--- config.mk ---
export PLATFORM = sky130hd
export DESIGN_NAME = aes128_encr_round_ctrl
export DESIGN_NICKNAME = d
export VERILOG_FILES = /design/src/rtl/aes128_encr_round_ctrl.sv
export SDC_FILE = /design/constraint.sdc
export NUM_CORES = 1
export LEC_CHECK = 0
export ABC_CLOCK_PERIOD_IN_PS = 9600
export CAP_MARGIN = 10
export CORE_AREA = 2 2 302 304
export DETAILED_ROUTE_END_ITERATION = 6
export DIE_AREA = 0 0 304 306
export PLACE_DENSITY_LB_ADDON = 0.3
export SLEW_MARGIN = 15
export SYNTH_ARGS = -nofsm -noshare
export SYNTH_HDL_FRONTEND = slang
export SYNTH_SLANG_ARGS = --single-unit
--- constraint.sdc ---
create_clock -name clk -period 9.6 [get_ports clk]
set_clock_uncertainty 0.15 [all_clocks]
set_input_delay 2.88 -clock clk [delete_from_list [all_inputs] [get_ports clk]]
set_output_delay 2.88 -clock clk [all_outputs]
set_load 0.05 [all_outputs]
--- src/rtl/aes128_encr_round_ctrl.sv ---
`timescale 1ns/1ps
`default_nettype none
// ============================================================================
//  Module      : aes128_encr_round_ctrl
//  Description : Iterative AES-128 encryption round sequencer. Performs the
//                initial AddRoundKey on the accepted plaintext, then issues NR
//                passes through a shared registered round stage, indexing the
//                round key for each pass and flagging the final
//                (no-MixColumns) pass.
//  Revision    : 1.0 - initial release
// ============================================================================
module aes128_encr_round_ctrl #(
  parameter int NR        = 10,
  parameter int STAGE_LAT = 1,
  parameter int KIDX_W    = 4
) (
  input  logic              clk,
  input  logic              rst,
  input  logic              i_start,
  input  logic              i_abort,
  input  logic [127:0]      i_plaintext,
  output logic              o_ready,
  output logic              o_busy,
  output logic              o_done,
  output logic [127:0]      o_ciphertext,
  output logic [KIDX_W-1:0] o_key_idx,
  input  logic [127:0]      i_key_in,
  output logic              o_rnd_valid,
  output logic              o_rnd_last,
  output logic [127:0]      o_rnd_data_out,
  output logic [127:0]      o_rnd_key_out,
  input  logic [127:0]      i_rnd_data_in
);

  localparam int RND_W  = $clog2(NR + 1);
  localparam int WCNT_W = $clog2(STAGE_LAT + 1);

  typedef enum logic [1:0] {
    S_IDLE  = 2'd0,
    S_ISSUE = 2'd1,
    S_WAIT  = 2'd2
  } state_t;

  state_t              r_state;
  state_t              w_state_nxt;
  logic [RND_W-1:0]    r_round;
  logic [WCNT_W-1:0]   r_wcnt;
  logic [127:0]        r_state_reg;
  logic [127:0]        r_ciphertext;
  logic                r_done;

  logic                w_accept;
  logic                w_capture;
  logic                w_abort_busy;
  logic                w_round_is_last;
  logic                w_wait_last;

  assign w_round_is_last = (r_round == RND_W'(NR));
  assign w_wait_last     = (r_wcnt == WCNT_W'(1));

  // Next-state decode plus the strobes that steer the datapath registers.
  always_comb begin
    w_state_nxt  = r_state;
    w_accept     = 1'b0;
    w_capture    = 1'b0;
    w_abort_busy = 1'b0;
    case (r_state)
      S_IDLE: begin
        // abort has priority over a simultaneous start request
        if (i_start && !i_abort) begin
          w_accept    = 1'b1;
          w_state_nxt = S_ISSUE;
        end
      end
      S_ISSUE: begin
        if (i_abort) begin
          w_abort_busy = 1'b1;
          w_state_nxt  = S_IDLE;
        end else begin
          w_state_nxt = S_WAIT;
        end
      end
      S_WAIT: begin
        if (i_abort) begin
          w_abort_busy = 1'b1;
          w_state_nxt  = S_IDLE;
        end else if (w_wait_last) begin
          w_capture   = 1'b1;
          w_state_nxt = w_round_is_last ? S_IDLE : S_ISSUE;
        end
      end
      default: begin
        w_state_nxt = S_IDLE;
      end
    endcase
  end

  // FSM state register.
  always_ff @(posedge clk or posedge rst) begin
    if (rst) begin
      r_state <= S_IDLE;
    end else begin
      r_state <= w_state_nxt;
    end
  end

  // Round counter, stage wait counter, cipher state and result registers.
  always_ff @(posedge clk or posedge rst) begin
    if (rst) begin
      r_round      <= '0;
      r_wcnt       <= '0;
      r_state_reg  <= '0;
      r_ciphertext <= '0;
      r_done       <= 1'b0;
    end else begin
      r_done <= 1'b0;

      if (w_accept) begin
        // initial AddRoundKey uses round key 0 (key_idx is 0 in IDLE)
        r_state_reg <= i_plaintext ^ i_key_in;
        r_round     <= RND_W'(1);
      end

      if (r_state == S_ISSUE) begin
        r_wcnt <= WCNT_W'(STAGE_LAT);
      end else if (r_state == S_WAIT && !w_wait_last) begin
        r_wcnt <= r_wcnt - WCNT_W'(1);
      end

      if (w_capture) begin
        if (w_round_is_last) begin
          r_ciphertext <= i_rnd_data_in;
          r_done       <= 1'b1;
          r_round      <= '0;
        end else begin
          r_state_reg <= i_rnd_data_in;
          r_round     <= r_round + RND_W'(1);
        end
      end

      if (w_abort_busy) begin
        r_round <= '0;
      end
    end
  end

  assign o_ready        = (r_state == S_IDLE);
  assign o_busy         = (r_state == S_ISSUE) || (r_state == S_WAIT);
  assign o_done         = r_done;
  assign o_ciphertext   = r_ciphertext;
  // key index stays on the current round through WAIT: the stage applies its
  // AddRoundKey after its output register, so the key must be stable to capture
  assign o_key_idx      = (r_state == S_IDLE) ? '0 : KIDX_W'(r_round);
  assign o_rnd_valid    = (r_state == S_ISSUE);
  assign o_rnd_last     = o_busy && w_round_is_last;
  assign o_rnd_data_out = r_state_reg;
  assign o_rnd_key_out  = i_key_in;

endmodule
`default_nettype wire
==> impl_metrics.json, run 1 <==
{
  "status": "finished clean",
  "ys_seq_area_frac": 0.468,
  "cp-start-kind": "primary input",
  "cp_common_cell": "clkdlybuf4s50_1",
  "fin_tns_setup_ns": 0,
  "via_count": 10100,
  "routed_wl_um": 52200,
  "htree_levels": 2,
  "r2r_setup_slack_ns": 6.30,
  "crit_slowest_cell": "clkdlybuf4s50_1",
  "synthSimpleGateAreaFrac": 0.00904,
  "synthAdderAreaFrac": 0.00532,
  "placed_cell_area_mm2": 0.0222,
  "rows": 110,
  "p_total_mw": 5.98,
  "grt_first_pass_wirelength_um": 76100,
  "cp-startpoint": "i_key_in[44]",
  "ant_nets": 0,
  "async_flop_share": 1.00,
  "min_from": "o_ciphertext[86]$_DFFE_PP0P_",
  "cts.clk_slew.worst_paths_ns": 0.05,
  "grt_use_total": 0.108,
  "cts_tree": "yes",
  "route.detailed.drc": 0,
  "gp_congestion": 0.818,
  "cp_top_family": "buffers and inverters",
  "worstRegToRegCells": 6,
  "drive_gt1_frac": 0.186,
  "die_width_um": 304,
  "ys_ff_latch": 264,
  "post-route-period-util": 0.794,
  "pin_count": 781,
  "firstDrtPassIters": 4,
  "grt_antenna_before_repair": 2,
  "instances_no_fill": 2849,
  "hold_viol": 0,
  "path_buf_inv": 2,
  "cp_cell_sequence": "clkdlybuf4s50_1 > clkdlybuf4s50_1",
  "cts_setup_buffers": 0,
  "critPathKind": "in -> out",
  "insertion_delay_ns": 0.52,
  "required_ns": 6.57,
  "crit_cells": 2,
  "start_util": 0.158,
  "seqCellArea_mm2": 0.00661,
  "synth.top_cells.by_area": "dfrtp_1 47%, mux2_4 13%, mux2_1 11%, mux2_2 10%, xor2_1 8.0%",
  "reg2reg_to": "o_rnd_data_out[20]$_DFF_PP0_",
  "synth_top_family_by_area": "multiplexers",
  "layout_min_cycle_time_ns": 7.62,
  "critPathArrivalTime_ns": 4.59,
  "yosys.cell_count.top_type": "dfrtp_1",
  "synth_top_area_share": 0.468,
  "cts_sinks": 264,
  "r2r_start": "r_state[1]$_DFFE_PP0P_",
  "die_y_um": 306,
  "synthesis.instances": 993,
  "tightest_slew_ns": 0.938,
  "synth_nets": 1387,
  "synthesis.area_mm2": 0.0141,
  "nNetsFinal": 2045,
  "muxShareOfSynthArea": 0.339,
  "routed_via_density": 3.56,
  "dp_slack_ns": 1.91,
  "numPortBuffers": 780,
  "critPathCaptureType": "output port",
  "yosysWarnings": 0,
  "multiInputGateArea_mm2": 0.00621,
  "cts_buffers": 36,
  "crit_fanout": 2,
  "hold_class": "reg -> reg",
  "finalSetupViolCount": 0,
  "crit_path_max_incr_delay_ns": 0.95,
  "whs_ns": 0.331,
  "antenna_cells": 0,
  "cts_hold_buf": 0,
  "synth_common_cells": "264 x dfrtp_1, 139 x buf_4, 136 x mux2_1, 129 x xor2_1, 128 x mux2_2",
  "p_per_area_mw_per_mm2": 257,
  "clockBufferDepth": 3,
  "synth-xor-area-share": 0.0800,
  "maxSlewHeadroom": 0.374,
  "synth_enable_flop_cells": 0,
  "area_growth_pct": 65.1,
  "fin_ws_ns": 1.98,
  "syn_avg_cell_area_um2": 14.2,
  "dp_hpwl_um": 40500,
  "cts-root-buf": "clkbuf_16",
  "cts_resized": 0,
  "grt_max_degree": 129,
  "final_core_util": 0.260,
  "grt_setup_unrepaired": "no",
  "synth_flop_cell": "dfrtp_1",
  "wl_per_cell_um": 18.3,
  "maxSlewViolCount": 0,
  "grt.overflow.total": 0,
  "grt_pass1_vias": 11400,
  "core-area_mm2": 0.0896,
  "drtIter0Drc": 244,
  "fmax_ghz": 0.131,
  "drv_cap": 0,
  "yosysTopAreaCell": "dfrtp_1",
  "irDropWorstVdd_mv": 0.133,
  "synth-compound-area-share": 0.00558,
  "ys_types": 31,
  "n_fill_cell": 9328,
  "critPathCapture": "o_rnd_key_out[44]",
  "final_area_mm2": 0.0233,
  "dp.cells": 2789,
  "p_leak_nw": 9.96,
  "die_area_mm2": 0.0930
}
==> worst register-to-register path: cells and delay by family (launching register included) <==
kind / cells / cell delay (ns)
DFF: 1 / 0.40
muxes: 2 / 0.72
and+or+nand+nor: 1 / 0.59
adders and majority gates: 1 / 0.42
buffers and inverters: 2 / 0.90
==> per-layer routing <==
metal	vias up	track usage	wire (µm)
li1	4620	-	-
met1	5020	0.116	19200
met2	436	0.196	27100
met3	54	0.0435	4740
met4	4	0.0282	1160
met5	-	0	23
==> worst min-delay path by stage <==
stage,endpoint,slack [ns],cells after the start
finish,o_ciphertext[86]$_DFFE_PP0P_,0.33,1
CTS,o_ciphertext[109]$_DFFE_PP0P_,0.34,1
global route,o_ciphertext[61]$_DFFE_PP0P_,0.35,1
floorplan,r_round[2]$_DFFE_PP0P_,0.33,1
detailed placement,o_ciphertext[109]$_DFFE_PP0P_,0.32,1
global placement,o_ciphertext[33]$_DFFE_PP0P_,0.32,1
==> logic make-up after synthesis <==
kind of cell,count (synthesis)
mux,385
flops,264
buf+inv,177
xor+xnor,129
simple gates,21
compound gates,11
fa+ha+maj,6
==> final cells by class <==
class	instances	share of cell area
repair buffers	791	0.340
flip-flops and latches	264	0.283
multi-input cells	552	0.266
well taps	1176	0.0631
clock buffers	54	0.0446
clock inverters	6	0.00145
inverters	6	0.00113
==> report_power, final <==
part / internal (mW) / leakage [nW] / switching [mW]
clock: 0.743 / 0.530 / 0.522
sequential: 1.40 / 3.40 / 0.163
combinational: 1.38 / 6.03 / 1.76
==> placed cells by master (no fill, tap or decap), drive strengths merged <==
| cell type | count |
|---|---|
| nand3 | 2 |
| ha | 6 |
| o2bb2ai | 2 |
| o221ai | 1 |
| nor3b | 1 |
| nand2b | 2 |
| dfrtp | 264 |
| and3b | 2 |
| a211o | 1 |
| a31oi | 3 |
| mux2i | 1 |
| inv | 6 |
| o21ai | 1 |
| a21oi | 1 |
| clkdlybuf4s50 | 780 |
| nor2b | 5 |
| clkinvlp | 1 |
| xor2 | 129 |
| nand3b | 1 |
| or3 | 1 |
| nor2 | 4 |
| mux2 | 384 |
| clkbuf | 54 |
| a221oi | 1 |
| o22ai | 1 |
| or2 | 1 |
| clkinv | 5 |
| buf | 11 |
| nand2 | 2 |
Power figures use the tool's default switching activity.
==> run 2: changes to the inputs <==
ABC_CLOCK_PERIOD_IN_PS = 6800   (was 9600)
clock period = 6.8 ns   (was 9.6 ns; I/O delays follow)
==> impl_metrics.json, run 2 (synthesis results as in run 1) <==
{
  "numPortBuffers": 780,
  "pin_count": 781,
  "grt_setup_unrepaired": "no",
  "drv_cap": 0,
  "crit_fanout": 2,
  "wl_per_cell_um": 18.6,
  "multiInputGateArea_mm2": 0.00621,
  "fin_ws_ns": 0.906,
  "worstRegToRegCells": 6,
  "seqPwrFrac": 0.258,
  "power.share.clock": 0.219,
  "insertion_delay_ns": 0.53,
  "swShare": 0.407,
  "cp-start-kind": "primary input",
  "crit_slowest_cell": "clkdlybuf4s50_1",
  "cts_sinks": 264,
  "instances_no_fill": 2860,
  "antenna_cells": 0,
  "p_leak_nw": 10.1,
  "dp_slack_ns": 0.807,
  "core-area_mm2": 0.0896,
  "grt.overflow.total": 0,
  "cts-root-buf": "clkbuf_16",
  "irDropWorstVdd_mv": 0.235,
  "combPwrFrac": 0.522,
  "r2r_start": "r_state[1]$_DFFE_PP0P_",
  "grt_max_degree": 96,
  "grt_use_total": 0.110,
  "dp.cells": 2799,
  "route.detailed.drc": 0,
  "cts_buffers": 37,
  "cts_setup_buffers": 0,
  "cts_tree": "yes",
  "drtIter0Drc": 199,
  "hold_viol": 0,
  "htree_levels": 2,
  "drive_gt1_frac": 0.197,
  "cp_common_cell": "clkdlybuf4s50_1",
  "maxSlewHeadroom": 0.357,
  "die_width_um": 304,
  "min_from": "o_ciphertext[52]$_DFFE_PP0P_",
  "dp_hpwl_um": 41200,
  "maxSlewViolCount": 0,
  "holdPathStages": 1,
  "seqCellArea_mm2": 0.00661,
  "clockBufferDepth": 3,
  "hold_path_end": "o_ciphertext[52]$_DFFE_PP0P_",
  "gp_congestion": 0.817,
  "routed_wl_um": 53200,
  "nNetsFinal": 2056,
  "via_count": 10100,
  "die_area_mm2": 0.0930,
  "reg2reg_to": "o_rnd_data_out[4]$_DFF_PP0_",
  "finalSetupViolCount": 0,
  "status": "finished clean",
  "critPathCaptureType": "output port",
  "die_y_um": 306,
  "grt_antenna_before_repair": 2,
  "fmax_ghz": 0.170,
  "ant_nets": 0,
  "switchingPower_mw": 3.49,
  "rows": 110,
  "n_fill_cell": 9267,
  "start_util": 0.158,
  "cp_top_family": "buffers and inverters",
  "critPathArrivalTime_ns": 3.70,
  "layout_min_cycle_time_ns": 5.89,
  "post-route-period-util": 0.867,
  "area_growth_pct": 66.4,
  "grt_pass1_vias": 11600,
  "path_buf_inv": 2,
  "grt_first_pass_wirelength_um": 77500,
  "cp_cell_sequence": "clkdlybuf4s50_1 > clkdlybuf4s50_1",
  "cts_hold_buf": 0,
  "whs_ns": 0.331,
  "hold_class": "reg -> reg",
  "final_common_cell": "clkdlybuf4s50_1",
  "crit_path_max_incr_delay_ns": 0.94,
  "tightest_slew_ns": 0.962,
  "firstDrtPassIters": 4,
  "cts_resized": 0,
  "p_per_area_mw_per_mm2": 365,
  "mostFrequentLayoutCells": "776 x clkdlybuf4s50_1, 264 x dfrtp_1, 136 x mux2_1, 129 x xor2_1, 128 x mux2_2",
  "fin_tns_setup_ns": 0,
  "p_int_mw": 5.09,
  "r2r_setup_slack_ns": 3.67,
  "routed_via_density": 3.52,
  "required_ns": 4.61,
  "critPathKind": "in -> out",
  "cts.clk_slew.worst_paths_ns": 0.05
}
-- run 2: layout make-up --
class | instances | area share
clock buffers | 51 | 0.0442
clock inverters | 10 | 0.00447
inverters | 6 | 0.00112
multi-input cells | 552 | 0.264
flip-flops and latches | 264 | 0.281
well taps | 1176 | 0.0626
repair buffers | 801 | 0.342
-- run 2: worst max path at each step --
stage	endpoint	from	depth (start not counted)	slack (ns)
6_report	o_rnd_key_out[44]	i_key_in[44]	2	0.91
5_1_grt	o_rnd_key_out[44]	i_key_in[44]	2	0.87
4_1_cts	o_rnd_key_out[44]	i_key_in[44]	2	0.81
3_5_place_dp	o_rnd_key_out[44]	i_key_in[44]	2	0.81
3_3_place_gp	o_rnd_key_out[44]	i_key_in[44]	2	0.80
2_1_floorplan	o_ciphertext[0]$_DFFE_PP0P_	rst	1	1.13
-- run 2: per-layer routing --
metal | GRT usage | vias up | part of all wire
met3 | 0.0453 | 66 | 0.091
met5 | 0 | - | 0.00032
met2 | 0.202 | 429 | 0.52
li1 | - | 4639 | -
met1 | 0.115 | 4937 | 0.37
met4 | 0.0303 | 4 | 0.023
-- run 2: power groups by stage --
stage	combinational [mW]	sequential [mW]	clock, mW
detailed placement	4.52	2.24	0
finish	4.48	2.22	1.88
CTS	4.54	2.22	1.97
global route	4.67	2.27	2.04
floorplan	1.65	3.59	0
global placement	4.49	2.23	0
-- run 2: stage by stage --
step | utilization | cell area (µm²) | total power, mW
global placement | 0.250 | 22400 | 6.72
finish | 0.262 | 23500 | 8.57
floorplan | - | 14100 | 5.25
global route | 0.262 | 23500 | 8.98
CTS | 0.262 | 23500 | 8.74
detailed placement | 0.250 | 22400 | 6.76
